===== config.mk =====
export PLATFORM = sky130hd
export DESIGN_NAME = eaf_request_sequencer_flat
export DESIGN_NICKNAME = d
export VERILOG_FILES = /design/src/rtl/eaf_request_sequencer_if.sv /design/src/rtl/eaf_request_sequencer.sv /design/src/flat_wrapper.sv
export SDC_FILE = /design/constraint.sdc
export NUM_CORES = 1
export LEC_CHECK = 0
export BUFFER_PORTS_ARGS = -buffer_cell sky130_fd_sc_hd__buf_2
export CORE_MARGIN = 10
export CORE_UTILIZATION = 50
export DETAILED_ROUTE_END_ITERATION = 12
export PLACE_DENSITY_LB_ADDON = 0.2
export SLEW_MARGIN = 20
export SYNTH_ARGS = -nofsm -noshare
export SYNTH_HDL_FRONTEND = slang
export SYNTH_SLANG_ARGS = --single-unit

===== constraint.sdc =====
create_clock -name clk -period 8.56 [get_ports clk]
set_input_delay 2.568 -clock clk [delete_from_list [all_inputs] [get_ports clk]]
set_output_delay 2.568 -clock clk [all_outputs]
set_load 0.01 [all_outputs]

===== src/rtl/eaf_request_sequencer_if.sv =====
// Cache-side and filter-side handshake bundle for the eviction address filter sequencer.
interface eaf_request_sequencer_if #(
  parameter int addr_length = 32
);
  logic                   evict_valid;
  logic [addr_length-1:0] evict_addr;
  logic                   evict_ready;
  logic                   fill_valid;
  logic [addr_length-1:0] fill_addr;
  logic                   fill_ready;
  logic                   fill_done;
  logic [addr_length-1:0] fill_done_addr;
  logic                   fill_priority;
  logic                   fill_hit;
  logic [addr_length-1:0] eaf_addr;
  logic                   eaf_insert;
  logic                   eaf_test;
  logic                   eaf_resp;
  logic                   eaf_priority;
  logic                   eaf_exists;
  logic                   timeout_err;

  modport slave (
    input  evict_valid, evict_addr, fill_valid, fill_addr,
           eaf_resp, eaf_priority, eaf_exists,
    output evict_ready, fill_ready, fill_done, fill_done_addr, fill_priority, fill_hit,
           eaf_addr, eaf_insert, eaf_test, timeout_err
  );

  modport master (
    output evict_valid, evict_addr, fill_valid, fill_addr,
           eaf_resp, eaf_priority, eaf_exists,
    input  evict_ready, fill_ready, fill_done, fill_done_addr, fill_priority, fill_hit,
           eaf_addr, eaf_insert, eaf_test, timeout_err
  );
endinterface


===== src/rtl/eaf_request_sequencer.sv =====
// In-order queue of insert/test requests issued one at a time to the eviction
// address filter, with per-request response timeout.
module eaf_request_sequencer #(
  parameter int addr_length = 32,
  parameter int queue_depth = 4,
  parameter int max_wait    = 15
) (
  input logic                   clk,
  input logic                   rst,
  eaf_request_sequencer_if.slave bus
);
  localparam int PW = $clog2(queue_depth);
  localparam int CW = PW + 1;
  localparam int WW = $clog2(max_wait + 1);

  typedef struct packed {
    logic                   test;
    logic [addr_length-1:0] addr;
  } entry_t;

  typedef enum logic {IDLE, REQ} state_t;

  entry_t        mem [queue_depth];
  logic [PW-1:0] wr_ptr, rd_ptr;
  logic [CW-1:0] count;
  logic          ready, push_e, push_f, pop;
  state_t        state, state_n;
  logic [WW-1:0] wait_cnt, wait_n;
  entry_t        hold;
  logic          ins_n, tst_n, done_n, terr_n, prio_n, hit_n;

  // Two free slots are always kept so an evict and a fill can land together.
  assign ready           = (count <= CW'(queue_depth - 2));
  assign bus.evict_ready = ready;
  assign bus.fill_ready  = ready;
  assign push_e          = bus.evict_valid & ready;
  assign push_f          = bus.fill_valid & ready;
  assign bus.eaf_addr    = hold.addr;

  // Eviction takes the lower slot so its insert precedes a same-cycle test.
  always_ff @(posedge clk) begin
    if (push_e) mem[wr_ptr] <= {1'b0, bus.evict_addr};
    if (push_f) mem[wr_ptr + PW'(push_e)] <= {1'b1, bus.fill_addr};
  end

  always_comb begin
    state_n = state;
    wait_n  = wait_cnt;
    pop     = 1'b0;
    ins_n   = 1'b0;
    tst_n   = 1'b0;
    done_n  = 1'b0;
    terr_n  = 1'b0;
    prio_n  = 1'b0;
    hit_n   = 1'b0;
    case (state)
      IDLE: begin
        if (count != '0) begin
          pop     = 1'b1;
          state_n = REQ;
          wait_n  = '0;
          ins_n   = ~mem[rd_ptr].test;
          tst_n   = mem[rd_ptr].test;
        end
      end
      REQ: begin
        if (bus.eaf_resp) begin
          state_n = IDLE;
          done_n  = hold.test;
          prio_n  = hold.test & bus.eaf_priority;
          hit_n   = hold.test & bus.eaf_exists;
        end else if (wait_cnt == WW'(max_wait)) begin
          state_n = IDLE;
          terr_n  = 1'b1;
          done_n  = hold.test;
        end else begin
          wait_n = wait_cnt + 1'b1;
          ins_n  = ~hold.test;
          tst_n  = hold.test;
        end
      end
      default: state_n = IDLE;
    endcase
  end

  always_ff @(posedge clk or negedge rst) begin
    if (!rst) begin
      wr_ptr             <= '0;
      rd_ptr             <= '0;
      count              <= '0;
      state              <= IDLE;
      wait_cnt           <= '0;
      hold               <= '0;
      bus.eaf_insert     <= 1'b0;
      bus.eaf_test       <= 1'b0;
      bus.fill_done      <= 1'b0;
      bus.fill_done_addr <= '0;
      bus.fill_priority  <= 1'b0;
      bus.fill_hit       <= 1'b0;
      bus.timeout_err    <= 1'b0;
    end else begin
      wr_ptr            <= wr_ptr + PW'(push_e) + PW'(push_f);
      rd_ptr            <= rd_ptr + PW'(pop);
      count             <= count + CW'(push_e) + CW'(push_f) - CW'(pop);
      state             <= state_n;
      wait_cnt          <= wait_n;
      if (pop) hold     <= mem[rd_ptr];
      bus.eaf_insert    <= ins_n;
      bus.eaf_test      <= tst_n;
      bus.fill_done     <= done_n;
      bus.fill_priority <= prio_n;
      bus.fill_hit      <= hit_n;
      bus.timeout_err   <= terr_n;
      if (done_n) bus.fill_done_addr <= hold.addr;
    end
  end
endmodule


===== src/flat_wrapper.sv =====
// flat-port wrapper written by rule: the top's interface ports become plain ports
module eaf_request_sequencer_flat 
#(
  parameter int addr_length = 32,
  parameter int queue_depth = 4,
  parameter int max_wait    = 15
)
  (clk, rst, bus_evict_valid, bus_evict_addr, bus_fill_valid, bus_fill_addr, bus_eaf_resp, bus_eaf_priority, bus_eaf_exists, bus_evict_ready, bus_fill_ready, bus_fill_done, bus_fill_done_addr, bus_fill_priority, bus_fill_hit, bus_eaf_addr, bus_eaf_insert, bus_eaf_test, bus_timeout_err);
  eaf_request_sequencer_if #(.addr_length(addr_length)) bus_i ();
  input logic clk;
  input logic rst;
  input wire logic [$bits(bus_i.evict_valid)-1:0] bus_evict_valid;
  input wire logic [$bits(bus_i.evict_addr)-1:0] bus_evict_addr;
  input wire logic [$bits(bus_i.fill_valid)-1:0] bus_fill_valid;
  input wire logic [$bits(bus_i.fill_addr)-1:0] bus_fill_addr;
  input wire logic [$bits(bus_i.eaf_resp)-1:0] bus_eaf_resp;
  input wire logic [$bits(bus_i.eaf_priority)-1:0] bus_eaf_priority;
  input wire logic [$bits(bus_i.eaf_exists)-1:0] bus_eaf_exists;
  output wire logic [$bits(bus_i.evict_ready)-1:0] bus_evict_ready;
  output wire logic [$bits(bus_i.fill_ready)-1:0] bus_fill_ready;
  output wire logic [$bits(bus_i.fill_done)-1:0] bus_fill_done;
  output wire logic [$bits(bus_i.fill_done_addr)-1:0] bus_fill_done_addr;
  output wire logic [$bits(bus_i.fill_priority)-1:0] bus_fill_priority;
  output wire logic [$bits(bus_i.fill_hit)-1:0] bus_fill_hit;
  output wire logic [$bits(bus_i.eaf_addr)-1:0] bus_eaf_addr;
  output wire logic [$bits(bus_i.eaf_insert)-1:0] bus_eaf_insert;
  output wire logic [$bits(bus_i.eaf_test)-1:0] bus_eaf_test;
  output wire logic [$bits(bus_i.timeout_err)-1:0] bus_timeout_err;
  assign bus_i.evict_valid = bus_evict_valid;
  assign bus_i.evict_addr = bus_evict_addr;
  assign bus_i.fill_valid = bus_fill_valid;
  assign bus_i.fill_addr = bus_fill_addr;
  assign bus_i.eaf_resp = bus_eaf_resp;
  assign bus_i.eaf_priority = bus_eaf_priority;
  assign bus_i.eaf_exists = bus_eaf_exists;
  assign bus_evict_ready = bus_i.evict_ready;
  assign bus_fill_ready = bus_i.fill_ready;
  assign bus_fill_done = bus_i.fill_done;
  assign bus_fill_done_addr = bus_i.fill_done_addr;
  assign bus_fill_priority = bus_i.fill_priority;
  assign bus_fill_hit = bus_i.fill_hit;
  assign bus_eaf_addr = bus_i.eaf_addr;
  assign bus_eaf_insert = bus_i.eaf_insert;
  assign bus_eaf_test = bus_i.eaf_test;
  assign bus_timeout_err = bus_i.timeout_err;
  eaf_request_sequencer #(.addr_length(addr_length), .queue_depth(queue_depth), .max_wait(max_wait)) u_core (.clk(clk), .rst(rst), .bus(bus_i));
endmodule

# After elaboration in Yosys (flattened, before gate mapping)
# Memories as Yosys holds them, arrays and structs flattened.
# Cells that the tools add are included.
[word_totals]
register_bits = 83
ramBits = 132
inputBits = 71
mem_count = 1
[memory_table]
columns = ["name", "depth", "width", "rd", "rd_clocked_by_memory_dff", "wr", "line", "source"]
rows = [
  ["u_core.mem", 4, 33, 1, 0, 2, "eaf_request_sequencer.sv:23", "entry_t mem [queue_depth];"],
]
[classes]
n_addsub = 7
order_cmp = 1
n_eq_ne = 4
mux = 31
bitwise = 7
reduce_logical = 2
[op_table]
columns = ["operator", "n"]
rows = [
  ["$mux W1", 24],
  ["$mux W4", 3],
  ["$pmux W4 S2", 1],
  ["$add A2 B1 Y2", 3],
  ["$add A3 B1 Y3", 2],
  ["$pmux W1 S2", 3],
  ["$add A4 B1 Y4 const B", 1],
  ["$and A1 B1 Y1", 4],
  ["$eq A4 B4 Y1 const B", 1],
  ["$ne A2 B2 Y1 const B", 2],
  ["$le A3 B2 Y1 const B", 1],
  ["$not A1 Y1", 3],
  ["$reduce_and A3 Y1", 1],
  ["$reduce_bool A3 Y1", 1],
  ["$sub A3 B1 Y3", 1],
  ["$ne A2 B1 Y1 const B", 1],
]

# Logic depth before layout (Yosys ltp)
[logic_depth]
word_depth = 5
ltp_mapped = 12

# Worst setup path before layout
# No wires, ideal clock.
[synth_path]
kind = "in2reg"
start = "input port bus_evict_valid"
end = "memory u_core.mem[2][0] (netlist bit), enable pin"
t_arrival_ps = 4823
path_slack_ps = 3343
stages = 10
path_buffers = 4
cell_sequence = "o21ai_2 buf_6 buf_2 inv_1 ha_1 nor2b_1 o211a_1 buf_6 buf_6 nand2b_1"
[synth_lines]
columns = ["element", "line", "source"]
rows = [
  ["from (decl)", "flat_wrapper.sv:12", "input wire logic [$bits(bus_i.evict_valid)-1:0] bus_evict_valid;"],
  ["to (decl)", "eaf_request_sequencer.sv:23", ""],
]

==> reports/summary.log <==
[worst_setup_path] Max FO, Critical Path 66
[logic_synthesis] most area-hungry cell type in the Yosys netlist edfxtp_1
[floorplan] initial core utilization 50.51%
[cells_and_area] area of all placed cells without fillers 13360 sq um
[sta] unrepaired setup endpoints after global routing false
[cells_and_area] antenna cells 0
[floorplan] full die area 31000 sq um
[power_and_ir_drop] maximum VDD drop 302.7 uV
[grt] antenna violations before repair 0
[grt] global-route wire length before repair 51.44 mm
[sta] Worst-Margin Slew 1.072 ns
[drt] Routed Wire Length 32.56 mm
[logic_synthesis] synthesized flop and latch total 215
[worst_setup_path] path type of the worst setup path input port to register
[drt] number of nets still failing antenna checks after routing 0
[power_and_ir_drop] ratio of total power to cell area 383.9 nW/um^2
[logic_synthesis] synthesized area per cell 14.16 sq um
[cells_and_area] filler-free cell count of the finished design 1232
[logic_synthesis] main area contributors after synthesis edfxtp_1 (32%), dfrtp_1 (17%), o41ai_2 (13%)
[place] Placed Cells 1187
[min_path] Hold Path Class register to register
[sta] post-route minimum period 5.602 ns
[logic_synthesis] proportion of synthesized flip-flops having asynchronous set or reset 38.60%
[drt] Via Count 8241
[logic_synthesis] most frequent cell after synthesis o2111ai_1
[clock_tree] CTS clk-pin slew, worst paths 0.06 ns
[cells_and_area] total number of nets in the final design 969
[sta] number of max-slew violations in the final report 0
[cells_and_area] share of layout cells above drive strength 1 45.37%
[drt] vias per cell 6.689
[floorplan] die height 176.1 microns
[drt] router iterations before antenna repair 5
[clock_tree] hold buffers post-CTS 0
[drt] Remaining DRCs 0
[grt] largest net degree at the start of global routing 130
[cells_and_area] Filler Cell Count 2059
[sta] worst-case setup margin in the final layout 2.958 ns
[floorplan] floorplan core area 24110 sq um
[logic_synthesis] cell area after synthesis 12180 sq um
[clock_tree] clock tree from TritonCTS done
[floorplan] IO Count 143
[logic_synthesis] instance count of the mapped netlist 860
[clock_tree] setup fix buffers added after clock tree synthesis 0
[worst_setup_path] crit path capture type register
[drt] DRC violation total after the first TritonRoute iteration 794
[grt] final global-route overflow total 0
[sta] maximum clock rate 178.5 MHz
[cells_and_area] post-route core utilization 55.41%
[worst_setup_path] cell seen most often among critical-path stages buf_4
[place] cell area after placement 12610 sq um
[run] max-capacitance violation count 0
[worst_setup_path] cell family with the largest share of critical-path delay buffers and inverters
[worst_setup_path] Bufs and invs on worst path 4
[place] Post-Place Worst Slack 2.442 ns
[clock_tree] number of clock sinks 215
[worst_setup_path] Worst setup SP type input port
[clock_tree] CTS buffer count 25
[logic_synthesis] Primary FF master, synth edfxtp_1
[logic_synthesis] sequential share of the synthesized area 49.28%
[logic_synthesis] number of synthesis warnings 0
[clock_tree] count of H-tree levels built during CTS 1
[cells_and_area] area delta synth->final 9.690%
[place] number of buffer cells added on primary ports 142
[logic_synthesis] top-area cell type share of the netlist area 31.57%
[grt] vias in the first global route 8587
[clock_tree] post-cts sizing count 0
[clock_tree] library cell used as clock root buffer clkbuf_16
[worst_setup_path] WP data required 8.69 ns
[status] result of the run finished clean
[clock_tree] source-to-sink clock delay at the later pin of the worst-skew pair 0.52 ns
[power_and_ir_drop] Leakage Power 5.191 nW
[place] Post-DP HPWL 18.22 mm
[sta] Sum Neg Setup Slack 0 ns
[logic_synthesis] leading cell types by count after synthesis o2111ai_1 (132), edfxtp_1 (128), o41ai_2 (99)
[floorplan] # rows 57
[place] Routability Congestion 0.7604
[worst_setup_path] slowest cell on the critical path nand2b_2
[logic_synthesis] count of distinct cell types in the synthesized netlist 45
[sta] worst rel slew slack 28.54%
[floorplan] horizontal die dimension 176.1 microns
[sta] clock skew 0.01157 ns
[sta] hold violation count in the final report 0
[logic_synthesis] Net Count, Synth 939
[worst_setup_path] WP data arrival 5.73 ns
[grt] global-route usage over all layers 20.64%
[logic_synthesis] number of enable-type register cells in the synthesized netlist 128
[sta] final critical-path share of the clock period 65.44%
[clock_tree] worst-case clock buffer depth 3
[worst_setup_path] ordered cell list for the critical path buf_2 > o21ai_4 > inv_1 > ha_1 > nor2b_4 > buf_4 > o211a_2 > buf_4 > nand2b_2
[sta] number of setup violations in the final report 0
[drt] drt wl/cell 26.43 microns
[worst_setup_path] delay of the slowest cell on the worst path 0.91 ns
## kinds of logic (layout without fill, tap and decap cells)
| kind of cell | after synthesis | count (layout) | share of synthesized area (%) |
|---|---|---|---|
| buffers and inverters | 168 | 216 | 7.912 |
| muxes | 100 | 100 | 12.28 |
| AOI/OAI and AO/OA | 277 | 277 | 25.92 |
| and+or+nand+nor | 87 | 87 | 3.237 |
| xor gates and xnor gates | 5 | 5 | 0.4214 |
| DFF | 215 | 215 | 49.28 |
| adders and majority gates | 8 | 8 | 0.9453 |
## power by group
group | switching (mW) | internal [mW] | leakage, nW
registers | 0.226 | 1.53 | 2.30
logic | 1.57 | 0.810 | 2.52
clock network | 0.415 | 0.575 | 0.366
## state kept, by name (all words and copies together) (netlist names)
name and cells:
u_core.rd_ptr 2, u_core.count 3, u_core.bus.eaf_addr 32, u_core.bus.fill_hit 1
u_core.bus.fill_priority 1, u_core.wr_ptr 2, u_core.bus.fill_done_addr 32, u_core.bus.fill_done 1
u_core.state 1, u_core.bus.eaf_insert 1, u_core.wait_cnt 4, u_core.hold 1
u_core.bus.eaf_test 1, u_core.bus.timeout_err 1, u_core.mem 132
## cell type report
cell class | count | area, sq um | share of cell area [%]
Clock buffer | 35 | 673.1 | 5.040
Clock inverter | 10 | 70.07 | 0.5246
Timing Repair Buffer | 161 | 868.3 | 6.501
Tap cell | 324 | 405.4 | 3.035
Sequential cell | 215 | 6008 | 44.98
Multi-Input combinational cell | 477 | 5294 | 39.63
Inverter | 10 | 37.54 | 0.2810
## metal layers
metal / track usage (%) / up-vias / wire length [microns]
li1: - / 3641 / -
met4: 5.864 / 0 / 772
met1: 27.71 / 4207 / 13590
met2: 33.48 / 345 / 15870
met3: 3.909 / 48 / 2327
met5: 0 / - / 0
## path summary, 6_finish.rpt
kind,from,to,slack [ns],depth (start not counted)
min in group asynchronous,rst,u_core.bus.fill_done_addr[27],2.01,1
hold reg to reg,u_core.mem[3][32],u_core.mem[3][32],0.46,1
hold / removal,u_core.mem[3][32],u_core.mem[3][32],0.46,1
setup reg to reg,u_core.count[1],u_core.mem[2][14],4.03,10
setup / recovery,bus_evict_valid,u_core.mem[2][14],2.96,9
max in group asynchronous,rst,u_core.rd_ptr[1],5.50,2
## placed cells by master (no fill, tap or decap), drive strengths merged, types with 2 or more instances in the layout
master   synthesis  layout
a21o             4       4
and2             2       2
and4             2       2
buf             99     161
clkbuf          59      35
clkinv           1      10
dfrtp           83      83
dfxtp            4       4
edfxtp         128     128
fa               2       2
ha               6       6
inv              9       9
mux2            65      65
mux2i            2       2
mux4            33      33
nand2           65      65
nand2b           6       6
nand3            2       2
nor2             3       3
o2111ai        132     132
o211a            5       5
o21ai            2       2
o41ai          128     128
xnor2            3       3
xor2             2       2
## worst register-to-register path: cells and delay by family (launching register included)
kind	cells	cell delay, ns
compound gates	2	0.47
buf+inv	4	1.40
fa+ha+maj	2	0.82
flops	1	0.41
simple gates	2	1.03
## metrics by stage
stage / power, mW / hold WS, ns
after floorplan: 3.569 / 0.4207
after detailed placement: 4.156 / 0.4452
final: 5.128 / 0.4582
after global routing: 5.423 / 0.4843
after CTS: 5.152 / 0.4596
after global placement: 4.106 / 0.4376
(Power assumes the default switching activity.)
